$ cat config.mk
export PLATFORM = sky130hd
export DESIGN_NAME = regfile_wb_arbiter
export DESIGN_NICKNAME = d
export VERILOG_FILES = /design/src/rtl/regfile_wb_arbiter.sv
export SDC_FILE = /design/constraint.sdc
export NUM_CORES = 1
export LEC_CHECK = 0
export BUFFER_PORTS_ARGS = -buffer_cell sky130_fd_sc_hd__buf_4
export CAP_MARGIN = 20
export CELL_PAD_IN_SITES_DETAIL_PLACEMENT = 1
export CELL_PAD_IN_SITES_GLOBAL_PLACEMENT = 1
export CORE_ASPECT_RATIO = 0.5
export CORE_MARGIN = 10
export CORE_UTILIZATION = 44
export CTS_CLUSTER_DIAMETER = 100
export DETAILED_ROUTE_END_ITERATION = 10
export GPL_TIMING_DRIVEN = 0
export PLACE_DENSITY_LB_ADDON = 0.1
export SYNTH_ARGS = -nofsm -noshare
export SYNTH_HDL_FRONTEND = slang
export SYNTH_SLANG_ARGS = --single-unit
$ cat constraint.sdc
create_clock -name Clk -period 2.66 [get_ports Clk]
set_clock_uncertainty 0.1 [all_clocks]
set_input_delay 0.133 -clock Clk [delete_from_list [all_inputs] [get_ports Clk]]
set_output_delay 0.133 -clock Clk [all_outputs]
set_load 0.05 [all_outputs]
$ cat src/rtl/regfile_wb_arbiter.sv
// Register-file writeback arbiter: two 2-entry request FIFOs feeding one registered write port.
// Define WB_ROUND_ROBIN_EN for round-robin arbitration; the default build uses fixed priority (requester 0 first).
module regfile_wb_arbiter (
  input  logic        Clk,
  input  logic        rst,
  input  logic        req0_valid,
  output logic        req0_ready,
  input  logic [4:0]  req0_rd,
  input  logic [31:0] req0_data,
  input  logic        req1_valid,
  output logic        req1_ready,
  input  logic [4:0]  req1_rd,
  input  logic [31:0] req1_data,
  output logic        WEN,
  output logic [4:0]  RW,
  output logic [31:0] busW,
  output logic [31:0] pend_mask
);
  localparam int NREQ = 2;
  localparam int DEPTH = 2;

  logic [NREQ-1:0]                   vld, rdy, push, pop, ne;
  logic [NREQ-1:0][4:0]              in_rd;
  logic [NREQ-1:0][31:0]             in_dat;
  logic [NREQ-1:0][1:0]              cnt_q;
  logic [NREQ-1:0][DEPTH-1:0][4:0]   rd_q;
  logic [NREQ-1:0][DEPTH-1:0][31:0]  dat_q;
  logic                              alive_q, any, gnt;
  logic                              wen_q;
  logic [4:0]                        rw_q, sel_rd;
  logic [31:0]                       busw_q, sel_dat;

  assign vld    = {req1_valid, req0_valid};
  assign in_rd  = {req1_rd, req0_rd};
  assign in_dat = {req1_data, req0_data};

  // alive_q keeps ready low while in reset and for the edge that releases it
  always_comb begin
    for (int n = 0; n < NREQ; n++) begin
      rdy[n]  = alive_q && (cnt_q[n] != 2'd2);
      push[n] = vld[n] && rdy[n];
      ne[n]   = (cnt_q[n] != 2'd0);
    end
  end
  assign req0_ready = rdy[0];
  assign req1_ready = rdy[1];
  assign any = |ne;

`ifdef WB_ROUND_ROBIN_EN
  logic last_q;
  assign gnt = (ne == 2'b11) ? ~last_q : ~ne[0];

  always_ff @(posedge Clk or negedge rst)
    if (!rst)     last_q <= 1'b1;
    else if (any) last_q <= gnt;
`else
  assign gnt = ~ne[0];
`endif

  always_comb begin
    pop = '0;
    pop[gnt] = any;
  end

  // Slot 0 is the head; a push lands behind whatever survives this cycle's pop
  always_ff @(posedge Clk or negedge rst) begin
    if (!rst) begin
      alive_q <= 1'b0;
      cnt_q   <= '0;
      rd_q    <= '0;
      dat_q   <= '0;
    end else begin
      alive_q <= 1'b1;
      for (int n = 0; n < NREQ; n++) begin
        cnt_q[n] <= cnt_q[n] + {1'b0, push[n]} - {1'b0, pop[n]};
        if (pop[n]) begin
          rd_q[n][0]  <= rd_q[n][1];
          dat_q[n][0] <= dat_q[n][1];
        end
        if (push[n]) begin
          if (cnt_q[n] == 2'd0 || pop[n]) begin
            rd_q[n][0]  <= in_rd[n];
            dat_q[n][0] <= in_dat[n];
          end else begin
            rd_q[n][1]  <= in_rd[n];
            dat_q[n][1] <= in_dat[n];
          end
        end
      end
    end
  end

  assign sel_rd  = rd_q[gnt][0];
  assign sel_dat = dat_q[gnt][0];

  // rd=0 still takes the slot but writes nothing
  always_ff @(posedge Clk or negedge rst) begin
    if (!rst) begin
      wen_q  <= 1'b0;
      rw_q   <= '0;
      busw_q <= '0;
    end else if (any) begin
      wen_q  <= (sel_rd != 5'd0);
      rw_q   <= sel_rd;
      busw_q <= (sel_rd != 5'd0) ? sel_dat : 32'd0;
    end else begin
      wen_q  <= 1'b0;
    end
  end

  assign WEN  = wen_q;
  assign RW   = rw_q;
  assign busW = busw_q;

  always_comb begin
    pend_mask = '0;
    for (int n = 0; n < NREQ; n++)
      for (int s = 0; s < DEPTH; s++)
        if (cnt_q[n] > 2'(s)) pend_mask[rd_q[n][s]] = 1'b1;
    if (wen_q) pend_mask[rw_q] = 1'b1;
    pend_mask[0] = 1'b0;
  end
endmodule

==> tab_implementation.tex <==
\begin{tabular}{lr}
\hline
Metric & Value \\
\hline
\multicolumn{2}{l}{\textbf{Cells and area}} \\
Number of nets in the layout & 1286 \\
Finished layout cell area & 12400 um\^{}2 \\
Antenna cells & 0 \\
P\&R area growth vs syn & 30.0\% \\
Layout cells sized above 1 & 25.2\% \\
\multicolumn{2}{l}{\textbf{Power and ir drop}} \\
Power density cells & 1150 nW/um\^{}2 \\
Switching portion of total power & 46.1\% \\
Internal portion of total power & 7.66 mW \\
Total net switching power & 6.55 mW \\
Worst-case vdd ir drop & 761 uV \\
LEAKAGE & 5.57 nW \\
Share of total power in combinational logic & 48.2\% \\
Portion of total power attributed to sequential cells & 33.4\% \\
Part of the total power dissipated in the clock network & 18.4\% \\
\multicolumn{2}{l}{\textbf{Drt}} \\
Via-to-Cell Ratio & 5.79 \\
Drt first-iter violations & 670 \\
Total wirelength of the detailed-routed design & 37.9 mm \\
Post-route ant nets & 0 \\
Average routed wire per standard cell & 25.1 um \\
Total iterations of the first detailed-routing run & 6 \\
Routed via count & 8752 \\
Number of remaining DRC errors & 0 \\
\multicolumn{2}{l}{\textbf{STA}} \\
Max-slew violation count & 0 \\
Max transition margin & 38.8\% \\
Number of failing setup endpoints in the final timing report & 0 \\
Final period util & 96.7\% \\
Setup repair after global routing missed its margin & false \\
Aggregate negative setup slack & 0 ns \\
Worst-Margin Slew & 0.914 ns \\
Time the worst path needs with I/O delays and setup & 2.57 ns \\
Hold violation count in the final report & 0 \\
Top achievable clock speed & 0.389 GHz \\
\multicolumn{2}{l}{\textbf{Floorplan}} \\
Floorplan Core Area & 20900 um\^{}2 \\
FP Rows & 37 \\
Starting Density & 45.6\% \\
Die Y & 124 um \\
Die Outline Area & 28300 um\^{}2 \\
I/O pin count & 150 \\
Die outline width & 228 um \\
\multicolumn{2}{l}{\textbf{Run status}} \\
Run status & completed \\
\multicolumn{2}{l}{\textbf{Global routing}} \\
Via count of the first global-routing pass & 9848 \\
All-layer global routing usage & 26.5\% \\
First-pass GRT wire length & 58.3 mm \\
Pin count of the biggest net entering global routing & 66 \\
Initial antenna violation count & 0 \\
Residual overflow from global routing & 0 \\
\multicolumn{2}{l}{\textbf{Logic synthesis}} \\
Most instantiated flip-flop cell in the synthesis netlist & dfrtp\_1 \\
Async S/R FF share, synth & 100\% \\
Most common cell in the netlist & dfrtp\_1 \\
Yosys Warn Count & 0 \\
Synthesized Nets & 1045 \\
Number of distinct library cell variants in the gate-level netlist after synthesis & 41 \\
Post-synthesis cell type with the largest combined area & dfrtp\_1 \\
Top cell type's share of synthesized area & 50.3\% \\
Post-synth EDFFs & 0 \\
Ranking of synthesized cells by area & dfrtp\_1, nor2\_1, nand2\_1 \\
Post-Syn Instances & 965 \\
Register area share after synthesis & 50.3\% \\
Commonest cells in the synthesized netlist & dfrtp\_1, nor2\_1, nand2\_1 \\
Flop and latch count out of synthesis & 191 \\
Post-synthesis area per instance & 9.86 um\^{}2 \\
Synth Cell Area & 9510 um\^{}2 \\
\multicolumn{2}{l}{\textbf{Clock tree}} \\
Level count of the clock H-tree & 4 \\
Clock Path Buffers & 2 \\
Number of CTS-inserted buffers & 17 \\
Clock root buffer master & clkbuf\_16 \\
Clock Latency Late Sink & 0.44 ns \\
Count of buffers added by post-CTS timing repair for setup & 0 \\
TritonCTS sink count & 191 \\
Clock-pin slew reported for the worst setup and hold paths after clock tree synthesis & 0.08 ns \\
CTS tree & yes \\
\multicolumn{2}{l}{\textbf{Worst setup path}} \\
Launching element type of the critical path & register \\
Critical-path maximum fanout & 8 \\
Data required time at the worst endpoint & 2.43 ns \\
Data arrival time of the critical path & 2.34 ns \\
Critical Setup Path Class & register to output pin \\
Cell depth of the worst flop-to-flop path & 7 \\
Critical path capture point type & output pin \\
\multicolumn{2}{l}{\textbf{Job}} \\
Max cap viols & 0 \\
\multicolumn{2}{l}{\textbf{Placement}} \\
HPWL Detailed & 25.1 mm \\
Post-Place Cell Area & 11000 um\^{}2 \\
Port bufs & 148 \\
GPL Wtd Cong & 0.862 \\
\multicolumn{2}{l}{\textbf{Min path}} \\
Min-delay worst type & input port to register \\
Cell depth of the worst min-delay path & 3 \\
\hline
\end{tabular}
[cells by family (layout without fill, tap and decap cells)]
family          Yosys count  in the layout  synth area share [%]
simple gates            402            402                  18.9
flops                   191            191                  50.3
compound gates          174            174                  14.6
buf+inv                 116            370                  5.96
mux                      76             76                  9.74
fa+ha+maj                 2              2                 0.263
other cells               2              2                0.0790
xor+xnor                  2              2                 0.184
[cell type report]
class,instances,area (um^2)
multi-input cells,658,4170
plain buffers,111,549
flip-flops and latches,191,4780
inverters,2,7.51
clock buffers,19,443
well taps,292,365
repair buffers,225,1920
clock inverters,13,125
fillers,2313,8510
[critical path, cell delays in order, from the launching register on]
cell	delay, ns
dfrtp_1	0.32
buf_2	0.18
nor2_2	0.11
or3b_2	0.45
clkbuf_1	0.26
o221ai_1	0.31
buf_4	0.26
[metal layers]
layer,vias to the layer above,track usage [%],part of all wire (%)
li1,3849,-,-
met1,4466,31.2,41
met2,351,48.6,51
met3,86,4.70,5.2
met4,0,9.97,3.0
met5,-,0,0
[placed cells by master, fill, tap and decap left out, types with 3 or more instances in the layout]
cell type      instances
mux2_2                 8
dlygate4sd3_1         75
nor3_1                 3
a31oi_1               41
clkbuf_1              71
nand2_1              151
a21oi_1               39
a311oi_2              30
or3b_2                17
dfrtp_1              191
inv_6                  7
buf_6                 10
mux2_4                31
clkbuf_16             17
mux2i_1               37
nand3b_1              21
or3_1                  4
buf_2                 17
buf_4                149
buf_1                  9
and2_1                 3
o22ai_1               28
nor2_1               171
nor4_1                11
o221ai_1              31
nand3_1                9
[state kept, by name (all words and copies together), names as in the netlist]
name / count
alive_q: 1
dat_q: 128
WEN: 1
cnt_q: 4
rd_q: 20
RW: 5
busW: 32
[final timing paths]
check | from | to | slack (ns)
max in group asynchronous | rst | rd_q[19] | 1.27
min reg2reg | dat_q[54] | dat_q[54] | 0.36
max reg2reg | cnt_q[3] | dat_q[76] | 0.20
max | cnt_q[3] | pend_mask[5] | 0.09
min | req1_valid | cnt_q[2] | 0.03
min in group asynchronous | rst | busW[15] | 0.12
[through the flow]
step           hold WS (ns)  std cells  setup WS (ns)  util (%)  power (mW)
4_1_cts             0.00551       1514         0.0395      59.2        13.9
3_5_place_dp        0.00987       1407          0.308      52.9        11.3
3_3_place_gp          0.276       1405          0.104      52.6        11.0
2_1_floorplan        -0.263        965          0.423         -        9.00
5_1_grt              0.0275       1511         0.0209      59.2        14.8
6_report             0.0329       1511         0.0884      59.2        14.2
[timing repair]
action | in CTS | in global routing
gates resized for setup | 0 | 4
setup endpoints to repair | 0 | 19
hold endpoints to repair | 181 | 0
hold buffers | 75 | 0
[power groups by stage]
stage	logic [mW]	registers [mW]	clock network, mW
detailed placement	6.54	4.71	0
floorplan	3.61	5.39	0
global route	7.21	4.81	2.75
CTS	6.70	4.68	2.56
global placement	6.35	4.68	0
finish	6.85	4.75	2.61
Power figures use the tool's default switching activity.
